===== src/rtl/instr_fetch.sv =====
// Instruction fetch unit: PC register, ROM address generation, instruction register and
// fetch counter, sequenced by a four-state IDLE/ISSUE/CAPTURE/DONE machine.
// The ROM is assumed to return data one cycle after the address is presented.
// Optional feature: define FETCH_MISALIGN_TRAP_EN to refuse fetches from a PC with
// pc[1:0] != 0 and pulse o_misalign instead. When it is undefined, o_misalign is tied low.
module instr_fetch #(
  parameter logic [31:0] RESET_PC = 32'h0000_0000,
  parameter int unsigned ROM_AW   = 14
) (
  input  logic              clk,
  input  logic              rst,
  input  logic              i_fetch_req,
  input  logic              i_pc_we,
  input  logic [31:0]       i_pc_next,
  output logic [ROM_AW-1:0] o_rom_addr,
  input  logic [31:0]       i_rom_data,
  output logic [31:0]       o_instr,
  output logic [31:0]       o_pc,
  output logic [31:0]       o_pc_plus4,
  output logic              o_fetch_valid,
  output logic              o_busy,
  output logic [31:0]       o_fetch_cnt,
  output logic              o_misalign
);

  typedef enum logic [1:0] {StIdle, StIssue, StCapture, StDone} state_e;

  state_e      state_q, state_d;
  logic [31:0] pc_q, pc_d;
  logic [31:0] ir_q, ir_d;
  logic [31:0] pc_out_q, pc_out_d;
  logic [31:0] cnt_q, cnt_d;
  logic        trap;

`ifdef FETCH_MISALIGN_TRAP_EN
  logic        start;
  logic [31:0] fetch_pc;
  logic        misalign_q;

  // A request accepted together with a redirect fetches from the redirect target.
  assign start    = i_fetch_req && ((state_q == StIdle) || (state_q == StDone));
  assign fetch_pc = i_pc_we ? i_pc_next : pc_q;
  assign trap     = start && (fetch_pc[1:0] != 2'b00);

  // One-cycle misaligned-fetch pulse.
  always_ff @(posedge clk) begin
    if (rst) begin
      misalign_q <= 1'b0;
    end else begin
      misalign_q <= trap;
    end
  end

  assign o_misalign = misalign_q;
`else
  assign trap       = 1'b0;
  assign o_misalign = 1'b0;
`endif

  // Next-state and datapath update; a redirect in ISSUE/CAPTURE cancels the fetch.
  always_comb begin
    state_d  = state_q;
    pc_d     = pc_q;
    ir_d     = ir_q;
    pc_out_d = pc_out_q;
    cnt_d    = cnt_q;

    if (i_pc_we) begin
      pc_d = i_pc_next;
    end

    unique case (state_q)
      StIdle: begin
        if (i_fetch_req) begin
          state_d = trap ? StIdle : StIssue;
        end
      end
      StIssue: begin
        state_d = i_pc_we ? StIdle : StCapture;
      end
      StCapture: begin
        if (i_pc_we) begin
          state_d = StIdle;
        end else begin
          state_d  = StDone;
          ir_d     = i_rom_data;
          pc_out_d = pc_q;
          pc_d     = pc_q + 32'd4;
          cnt_d    = cnt_q + 32'd1;
        end
      end
      StDone: begin
        state_d = (i_fetch_req && !trap) ? StIssue : StIdle;
      end
      default: state_d = StIdle;
    endcase
  end

  // State and datapath registers with synchronous reset.
  always_ff @(posedge clk) begin
    if (rst) begin
      state_q  <= StIdle;
      pc_q     <= RESET_PC;
      ir_q     <= '0;
      pc_out_q <= RESET_PC;
      cnt_q    <= '0;
    end else begin
      state_q  <= state_d;
      pc_q     <= pc_d;
      ir_q     <= ir_d;
      pc_out_q <= pc_out_d;
      cnt_q    <= cnt_d;
    end
  end

  assign o_rom_addr    = pc_q[ROM_AW-1:0];
  assign o_instr       = ir_q;
  assign o_pc          = pc_out_q;
  assign o_pc_plus4    = pc_out_q + 32'd4;
  assign o_fetch_valid = (state_q == StDone);
  assign o_busy        = (state_q == StIssue) || (state_q == StCapture);
  assign o_fetch_cnt   = cnt_q;

endmodule


===== config.mk =====
export PLATFORM = sky130hd
export DESIGN_NAME = instr_fetch
export DESIGN_NICKNAME = d
export VERILOG_FILES = /design/src/rtl/instr_fetch.sv
export SDC_FILE = /design/constraint.sdc
export NUM_CORES = 1
export LEC_CHECK = 0
export ABC_AREA = 1
export BUFFER_PORTS_ARGS = -buffer_cell sky130_fd_sc_hd__buf_2
export CORE_ASPECT_RATIO = 0.9
export CORE_MARGIN = 2
export CORE_UTILIZATION = 33
export CTS_BUF_LIST = sky130_fd_sc_hd__clkbuf_4
export DETAILED_ROUTE_END_ITERATION = 12
export SYNTH_ARGS = -nofsm -noshare
export SYNTH_HDL_FRONTEND = slang
export SYNTH_SLANG_ARGS = --single-unit

===== constraint.sdc =====
create_clock -name clk -period 1.9 [get_ports clk]
set_clock_uncertainty 0.1 [all_clocks]
set_input_delay 0.19 -clock clk [delete_from_list [all_inputs] [get_ports clk]]
set_output_delay 0.19 -clock clk [all_outputs]
set_load 0.02 [all_outputs]

==> metrics.md, run 1 <==
| Metric | Value |
|---|---|
| Fmax | around 0.43 GHz |
| Sequential cell area | 2670 µm² |
| Number of standard-cell rows in the floorplan | 51 |
| Post-synthesis share of cell area spent on full adders, half adders and majority gates | 1.40% |
| Setup-failing EPs final | 26 |
| 1st-pass router iterations | 5 |
| Clock buffer depth | 2 |
| Multi-input combinational cell area | between 4000 and 5000 µm² |
| Global router's overall resource usage | 21.2% |
| CTS tree | built |
| Maximum number of pins on one net before global-route repair | between 60 and 70 |
| Port bufs | around 210 |
| Final core utilization | between 40% and 50% |
| Share of layout cells above drive strength 1 | 33.1% |
| Worst-Skew Late Latency | about 540 ps |
| Sum of routed wire length over all layers | roughly 25000 µm |
| Dominant combinational cell family by area after synthesis | simple AND/OR/NAND/NOR gates |
| Worst hold path class | primary input to flop |
| Die outline width | 159 µm |
| Syn-to-layout area delta | 48.8% |
| Final HPWL DP | 17700 µm |
| Simple-gate portion of the synthesized area | ~36% |
| IO Count | 213 |
| Minimum setup slack after placement | 0.198 ps |
| Mux contribution to synthesized area | 0% |
| Residual DRC | 0 |
| Startpoint-to-endpoint class of the critical path | flop to output port |
| Share of Yosys cell area claimed by the top area cell type | 36.3% |
| Chip Height | 144 µm |
| RSZ-0062 raised after global routing | true |
| Iteration-0 DRC Markers | 532 |
| Worst setup SP type | flop |
| Die outline area | 22900 µm² |
| Violations in the final reports | setup timing |
| Flip-flop and latch count after synthesis | 130 |
| Peak supply drop | 0.000305 V |
| GRT overflow | 0 |
| Placed Instances | 1561 |
| Cell area after technology mapping | 7170 µm² |
| Number of nets in the finished design | 1470 |
| Number of global-route vias before repair | 7478 |
| Clock Root Buffer | clkbuf_4 |
| Portion of the clock cycle consumed by the worst path in the final layout | 121% |
| Effective utilization at floorplan | between 30% and 40% |
| Drt via density | 4.80 |
| Cell taking the most area after synthesis | dfxtp_1 |
| Status | finished, violations left |
| Synthesized Nets | 1146 |
| Cell area after placement | 8680 µm² |
| Antenna violations before repair | 2 |
| Final Non-Filler Cells | 1700 |
| Core footprint | 21500 µm² |
| Post-route minimum period | 2310 ps |
| Power density over the cells | 530 nW/µm² |
| Number of distinct standard cells referenced by the synthesized netlist | 41 |
| Max-slew violations | 0 |
| Fillcell total | 2133 |
| Final design instance area without fill | roughly 11000 µm² |
| Critical path arrival | 2020 ps |
| Clock slew seen by the registers of the worst setup and hold paths | between 100 and 150 ps |
| Largest driver fanout on the critical path | 5 |
| Detailed-route wire length per cell | ~15 µm |
| Crit. End Element | output port |
| Sequential element share of the synthesized area | between 30% and 40% |
| Post-synthesis instance total | 1070 |
| ANT nets after route | 0 |
| Hold Violations, Final | 0 |
| Clock Sinks | 130 |
| H-Tree Level Count | 4 |
| CTS buffer count | 17 |
| Critical path required time | 1610 ps |
| Vias | between 8000 and 9000 |
| Top post-synthesis cells by area | dfxtp_1, nand2_1, nor2_1 |
| Leakage | roughly 0.005 µW |
| Fraction of synthesized cell area in xor and xnor cells | under 10% |
| Max capacitance violation total | 0 |
| Syn Area/Cell | 6.70 µm² |
| Ys Warns | 0 |
| Final weighted congestion in routability-driven placement | 0.923 |
| Worst setup slack after layout | -406 ps |
| Wire length of the first global-routing pass | 39100 µm |
| Synthesized-area fraction occupied by ao, oa, aoi and oai cells | 12.2% |
-- cell families (layout without fill, tap and decap cells) --
group / after synthesis / count (layout)
AOI/OAI and AO/OA: 156 / 156
xor gates and xnor gates: 25 / 25
adders and majority gates: 8 / 8
buffers and inverters: 180 / 516
DFF: 130 / 130
other: 1 / 3
and+or+nand+nor: 570 / 571
-- report_power, final --
part | leakage [µW] | switching, µW | internal (µW)
Combinational | 0.00390 | 352 | 308
Sequential | 0.00107 | 69.6 | 2770
Clock | 0.000167 | 1100 | 1050
-- cells in the mapped netlist (all sizes together) --
cell,n
a211oi,11
a21oi,43
a22oi,19
a31oi,1
and3,1
buf,36
clkbuf,21
conb,1
dfxtp,130
ha,8
inv,123
nand2,215
nand3,88
nand3b,5
nand4,18
nor2,211
nor3,28
nor3b,2
o2111ai,1
o211ai,4
o21a,1
o21ai,76
or2,2
xnor2,1
xor2,24
-- registers in the layout (all words and copies together) (netlist names), named ones only --
| register | count |
|---|---|
| state_q | 2 |
| o_fetch_cnt | 32 |
| o_pc | 32 |
| o_instr | 32 |
| pc_q | 31 |
-- worst max-delay path, stage by stage, from the launching register on --
cell,delay [ps]
dfxtp_4,410
nand2_4,60
nor3_4,290
nand2_4,150
buf_4,170
buf_6,110
xor2_2,130
buf_4,160
-- cells in the final DEF (no fill, tap or decap), types with 18 or more instances in the layout --
| master | count |
|---|---|
| a21oi_1 | 43 |
| a22oi_1 | 19 |
| buf_2 | 184 |
| buf_4 | 80 |
| buf_6 | 24 |
| clkbuf_4 | 18 |
| dfxtp_1 | 104 |
| dlygate4sd3_1 | 69 |
| inv_1 | 108 |
| nand2_1 | 189 |
| nand3_1 | 78 |
| nor2_1 | 177 |
| nor2_4 | 20 |
| o21ai_0 | 76 |
-- layer usage --
metal,global-route usage (%),vias to the layer above,routed length (µm)
met2,34.0,307,11200
li1,-,4090,-
met3,5.08,50,1540
met4,7.89,2,756
met1,28.0,3716,11300
met5,0,-,13
-- layout make-up --
cell class,instances,share of cell area (%)
multi-input combinational,761,39.9
sequential,130,25.0
timing repair buffer,361,24.0
inverter,123,4.50
tap,291,3.41
clock inverter,14,1.76
clock buffer,18,1.27
antenna,2,0.0469
-- repair_timing --
item,in CTS,in global routing
setup endpoints to repair,28,92
buffers inserted,21,14
cloned,0,1
pin swaps,38,35
endpoints found under the hold margin,70,0
hold buffers,69,0
resized for setup,144,63
-- final timing paths --
check	from	to	slack, ps	depth (start not counted)
min	i_rom_data[18]	o_instr[18]	330	4
max reg2reg	state_q[0]	o_pc[26]	120	6
max	o_pc[3]	o_pc_plus4[7]	-410	7
min reg2reg	o_instr[8]	o_instr[8]	390	2
-- stage by stage --
stage / total power [µW] / hold slack, ps / setup TNS (ps)
final: 5650 / 332 / -7330
after detailed placement: 3430 / 344 / 0
after global placement: 3430 / 338 / -25.2
after global routing: 5930 / 303 / -10380
after floorplan: 3220 / 257 / 0
after CTS: 5710 / 258 / -7400
(Power assumes the default switching activity.)
==> run 2, diff against run 1 <==
MAX_ROUTING_LAYER = met4   (was default)
SLEW_MARGIN = 30   (was default)
==> metrics.md, run 2 (synthesized netlist as in run 1, its figures left out) <==
| Metric | Value |
|---|---|
| Hold Violations, Final | 0 (unchanged) |
| Worst setup SP type | flop |
| Cell type of the slowest stage on the worst timing path | dfxtp_4 |
| Port bufs | 211 (unchanged) |
| Residual DRC | 0 (unchanged) |
| Final weighted congestion in routability-driven placement | 0.882 (-4.4%) |
| Final hold slack | 57.0 ps (-275 ps) |
| Startpoint of the worst-slack reg-to-reg timing path | pc_q[10] |
| Maximum number of pins on one net before global-route repair | 79 (+18%) |
| Power density over the cells | 488 nW/µm² (-7.8%) |
| CTS buffer count | 17 (unchanged) |
| Clock slew seen by the registers of the worst setup and hold paths | 120 ps (about the same) |
| 1st-pass router iterations | 5 (unchanged) |
| Clock share of power | 30.6% (-7.5 points) |
| Portion of the clock cycle consumed by the worst path in the final layout | 117% (-4.2 points) |
| Global router's overall resource usage | 21.9% (+0.68 points) |
| Number of global-route vias before repair | 7546 (+0.91%) |
| Vias | 8034 (-1.6%) |
| Fraction of power spent switching nets | 29.2% (+2.2 points) |
| Part of the total power dissipated in combinational logic | 12.9% (+1.2 points) |
| Antenna violations before repair | 2 (unchanged) |
| Leakage | 0.00493 µW (-4.1%) |
| Worst setup slack after layout | -326 ps (+80.4 ps) |
| List of cells traversed by the critical path | ha_4, nand3_4, nor2_4, buf_4, buf_4, nand2_1, nand2_1, nand2_1, buf_6 |
| Sequential cell area | 2660 µm² (-0.42%) |
| Number of nets in the finished design | 1454 (-1.1%) |
| Number of standard-cell rows in the floorplan | 51 (unchanged) |
| Startpoint-to-endpoint class of the critical path | flop to output port |
| Hold Path Stages | 3 (-1) |
| Clock Root Buffer | clkbuf_4 |
| H-Tree Level Count | 4 (unchanged) |
| Number of cell instances on the worst register-to-register path | 9 (+3) |
| Status | finished, violations left |
| Clock Sinks | 130 (unchanged) |
| Violations in the final reports | setup timing |
| Worst path top cell family by delay | simple AND/OR/NAND/NOR gates |
| Hold path endpoint | pc_q[28] |
| Worst hold path class | primary input to flop |
| Sum of routed wire length over all layers | 24500 µm (-1.2%) |
| Share of layout cells above drive strength 1 | 31.2% (-2.0 points) |
| Die outline width | 159 µm (unchanged) |
| Setup-failing EPs final | 25 (-3.8%) |
| Cell internal pwr | 3560 µW (-14%) |
| Setup slack on the worst flop-to-flop path | 170 ps (+50 ps) |
| Leading cell type in the layout, fill and taps excluded | nand2_1 |
| Max-slew violations | 0 (unchanged) |
| Switching power summed over all nets | 1470 µW (-3.6%) |
| Die outline area | 22900 µm² (unchanged) |
| Core footprint | 21500 µm² (unchanged) |
| Largest driver fanout on the critical path | 4 (-1) |
| Final design instance area without fill | 10300 µm² (-3.4%) |
| Critical path required time | 1610 ps (about the same) |
| Crit. End Element | output port |
| Peak supply drop | 0.000310 V (+1.7%) |
| Drt via density | 4.77 (-0.61%) |
| Chip Height | 144 µm (unchanged) |
| Iteration-0 DRC Markers | 541 (+1.7%) |
| Critical Path Most Common Cell | nand2_1 |
| GRT overflow | 0 (unchanged) |
| Multi-input combinational cell area | 4180 µm² (-1.8%) |
| Worst-Skew Late Latency | 550 ps (about the same) |
| ANT nets after route | 0 (unchanged) |
| IO Count | 213 (unchanged) |
| Post-route minimum period | 2230 ps (-80.4 ps) |
| Detailed-route wire length per cell | 14.6 µm (-0.22%) |
| CTS tree | built |
| Clock buffer depth | 2 (unchanged) |
| Total power after layout | 5030 µW (-11%) |
| Relative contribution of sequential cells to total power | 56.5% (+6.3 points) |
| Critical path arrival | 1940 ps (-80 ps) |
| Wire length of the first global-routing pass | 39200 µm (+0.37%) |
| Combined buffer and inverter count along the critical path | 3 (unchanged) |
| Effective utilization at floorplan | 33.3% (unchanged) |
| Peak per-stage delay on the critical path | 390 ps (-20 ps) |
| RSZ-0062 raised after global routing | true |
| Syn-to-layout area delta | 43.7% |
| Fillcell total | 2187 (+2.5%) |
| Final HPWL DP | 17600 µm (-0.30%) |
| Max capacitance violation total | 0 (unchanged) |
| Worst R2R End | pc_q[31] |
| Top library cells by usage in the layout, fill and taps aside | nand2_1, buf_2, nor2_1 |
| Fmax | 0.449 GHz (+3.6%) |
| Launch point of the worst hold path | rst |
| Cell area after placement | 8680 µm² (unchanged) |
==> run 2: power by group through the flow <==
stage / sequential, µW / clock [µW] / combinational (µW)
after global routing: 2850 / 1730 / 719
after global placement: 2910 / 0 / 519
after CTS: 2840 / 1590 / 641
final: 2840 / 1540 / 651
after floorplan: 2920 / 0 / 306
after detailed placement: 2910 / 0 / 522
==> run 2: metal layers <==
layer / routed length, µm / share of wire (%) / track usage, % / vias to the layer above
met5: 0 / 0 / - / -
met4: 571 / 2.3 / 6.94 / 0
met3: 1570 / 6.4 / 4.42 / 38
met2: 11100 / 45 / 33.9 / 313
met1: 11300 / 46 / 28.9 / 3625
li1: - / - / - / 4058
==> run 2: cell type report <==
cell class | instances | share of cell area (%)
Multi-Input combinational cell | 761 | 40.6
Timing Repair Buffer | 345 | 23.4
Clock buffer | 18 | 1.31
Sequential cell | 130 | 25.8
Inverter | 123 | 4.53
Clock inverter | 13 | 0.705
Tap cell | 291 | 3.53
Antenna cell | 2 | 0.0486
==> run 2: stage by stage <==
step	instances	util [%]	setup WS, ps	setup TNS [ps]
5_1_grt	1683	47.9	-479	-10050
6_report	1683	47.9	-326	-6460
3_3_place_gp	1561	40.4	-4.10	-4.10
2_1_floorplan	1070	-	91.6	0
3_5_place_dp	1561	40.4	-47.3	-283
4_1_cts	1672	46.8	-360	-7540
==> run 2: how the worst max path moves through the flow <==
stage,start,end,slack (ps),cells after the start
2_1_floorplan,o_pc[20],o_pc_plus4[21],90,5
3_3_place_gp,o_pc[5],o_pc_plus4[15],-4,6
3_5_place_dp,state_q[0],o_fetch_cnt[24],-50,10
4_1_cts,o_pc[3],o_pc_plus4[22],-360,7
5_1_grt,o_pc[6],o_pc_plus4[25],-480,7
6_report,o_pc[3],o_pc_plus4[26],-330,9
==> run 2: timing repair <==
action,4_1_cts,5_1_grt
cloned,0,1
gates resized for setup,117,47
buffers inserted,13,8
pin swaps,31,28
setup endpoints to repair,48,60
hold endpoints to repair,66,0
hold buffers,67,0
==> run 2: worst register-to-register path, delay by kind of cell (launching register included) <==
kind          cells  cell delay [ps]
simple gates      8             1010
flops             1              500
buf+inv           1               40
==> run 3, diff against run 2 <==
PLACE_DENSITY = 0.65   (was default)
==> metrics.md, run 3 (synthesized netlist as in run 1, its figures left out) <==
| Metric | Value |
|---|---|
| Status | finished, violations left |
| Violations in the final reports | setup timing |
| Hold path endpoint | pc_q[3] |
| Port bufs | 211 (unchanged) |
| Worst-Skew Late Latency | 530 ps (-20 ps) |
| Clock Root Buffer | clkbuf_4 |
| Final weighted congestion in routability-driven placement | 0.913 (+3.5%) |
| Detailed-route wire length per cell | 14.8 µm (+1.6%) |
| Startpoint-to-endpoint class of the critical path | flop to output port |
| Power density over the cells | 531 nW/µm² (+8.7%) |
| Placed Instances | 1563 (+0.13%) |
| Sum of routed wire length over all layers | 25200 µm (+2.5%) |
| Share of layout cells above drive strength 1 | 33.1% (+1.9 points) |
| Critical path required time | 1610 ps (about the same) |
| ANT nets after route | 0 (unchanged) |
| Clock buffer depth | 2 (unchanged) |
| Antenna violations before repair | 4 (+2) |
| Top library cells by usage in the layout, fill and taps aside | nand2_1, buf_2, nor2_1 |
| Final hold slack | 73.3 ps (+16.3 ps) |
| Global router's overall resource usage | 21.5% (-0.42 points) |
| Clock Sinks | 130 (unchanged) |
| Core footprint | 21500 µm² (unchanged) |
| Die outline area | 22900 µm² (unchanged) |
| Hold Violations, Final | 0 (unchanged) |
| Iteration-0 DRC Markers | 594 (+9.8%) |
| H-Tree Level Count | 4 (unchanged) |
| Clock slew seen by the registers of the worst setup and hold paths | 120 ps (about the same) |
| Die outline width | 159 µm (unchanged) |
| Number of standard-cell rows in the floorplan | 51 (unchanged) |
| Critical path arrival | 2020 ps (+80 ps) |
| GRT overflow | 0 (unchanged) |
| 1st-pass router iterations | 5 (unchanged) |
| Drt via density | 4.80 (+0.57%) |
| Setup tns final | -7390 ps (-930 ps) |
| Worst setup SP type | flop |
| Worst hold path class | primary input to flop |
| Total power after layout | 5660 µW (+12%) |
| Syn-to-layout area delta | 48.7% |
| IO Count | 213 (unchanged) |
| Number of nets in the finished design | 1466 (+0.83%) |
| Effective utilization at floorplan | 33.3% (unchanged) |
| Max capacitance violation total | 0 (unchanged) |
| Largest driver fanout on the critical path | 4 (unchanged) |
| Post-route minimum period | 2310 ps (+80.3 ps) |
| Minimum setup slack after placement | 15.9 ps (+63.2 ps) |
| Portion of the clock cycle consumed by the worst path in the final layout | 121% (+4.2 points) |
| CTS tree | built |
| Setup slack on the worst flop-to-flop path | 150 ps (-20 ps) |
| Worst R2R End | pc_q[20] |
| Wire length of the first global-routing pass | 38400 µm (-2.2%) |
| Number of cell instances on the worst register-to-register path | 8 (-1) |
| Leakage | 0.00517 µW (+4.9%) |
| RSZ-0062 raised after global routing | true |
| Fmax | 0.434 GHz (-3.5%) |
| CTS buffer count | 17 (unchanged) |
| Setup-failing EPs final | 26 (+4.0%) |
| Leading cell type in the layout, fill and taps excluded | nand2_1 |
| Max-slew violations | 0 (unchanged) |
| Number of global-route vias before repair | 7411 (-1.8%) |
| Vias | 8152 (+1.5%) |
| Final Non-Filler Cells | 1698 (+0.89%) |
| Fillcell total | 2073 (-5.2%) |
| Maximum number of pins on one net before global-route repair | 75 (-5.1%) |
| Crit. End Element | output port |
| Chip Height | 144 µm (unchanged) |
| Final HPWL DP | 17200 µm (-2.3%) |
| Worst setup slack after layout | -406 ps (-80.3 ps) |
| Hold Path Stages | 5 (+2) |
| Launch point of the worst hold path | rst |
| Peak supply drop | 0.000354 V (+14%) |
| Residual DRC | 0 (unchanged) |
==> run 3: cell count changes in the layout (fill, tap and decap cells not counted), sizes merged, moves of 2 or more <==
cell      previous run  this run
buf                278       290
bufinv               0         4
clkinv               8         6
clkinvlp             5         3
diode                2         4
==> run 3: what timing repair did <==
action                                  in CTS  in global routing
endpoints found under the setup margin      28                 40
gates resized for setup                    147                 60
endpoints found under the hold margin       66                  0
hold buffers                                68                  0
pin swaps                                   40                 45
setup buffers                               16                 15
==> run 3: power by group <==
group          switching (µW)  internal, µW
Combinational             361           310
Sequential               66.0          2770
Clock                    1100          1050
==> run 3: per-layer routing <==
| layer | vias up | global-route usage [%] | wire length [µm] |
|---|---|---|---|
| met5 | - | - | 0 |
| met4 | 0 | 6.03 | 463 |
| met3 | 33 | 5.08 | 1510 |
| met2 | 320 | 34.7 | 11800 |
| met1 | 3709 | 27.0 | 11400 |
| li1 | 4090 | - | - |
==> run 3: through the flow <==
step | utilization [%] | instance area [µm²]
after floorplan | - | 7190
after global placement | 40.5 | 8710
after detailed placement | 40.5 | 8710
after CTS | 47.9 | 10300
after global routing | 49.6 | 10700
final | 49.6 | 10700
==> run 3: cell type report <==
class	count	area [µm²]	area share (%)
timing repair buffer	358	2530	23.8
multi-input combinational	760	4280	40.1
inverter	123	484	4.54
tap	291	364	3.42
clock inverter	14	188	1.76
clock buffer	18	135	1.27
sequential	130	2670	25.0
antenna	4	10.0	0.0939
==> run 3: worst max-delay path: stages, from the launching register on <==
cell,delay (ps)
dfxtp_4,400
nand2_2,100
nor2_4,120
nand4_1,160
nor3_2,280
xor2_1,240
buf_4,180
==> run 3: worst max-delay path by stage <==
stage | startpoint | end | slack (ps)
finish | o_pc[14] | o_pc_plus4[19] | -410
CTS | o_pc[17] | o_pc_plus4[21] | -350
global route | o_pc[14] | o_pc_plus4[19] | -550
global placement | o_pc[6] | o_pc_plus4[31] | 50
detailed placement | state_q[0] | o_fetch_cnt[31] | 20
floorplan | o_pc[20] | o_pc_plus4[21] | 90
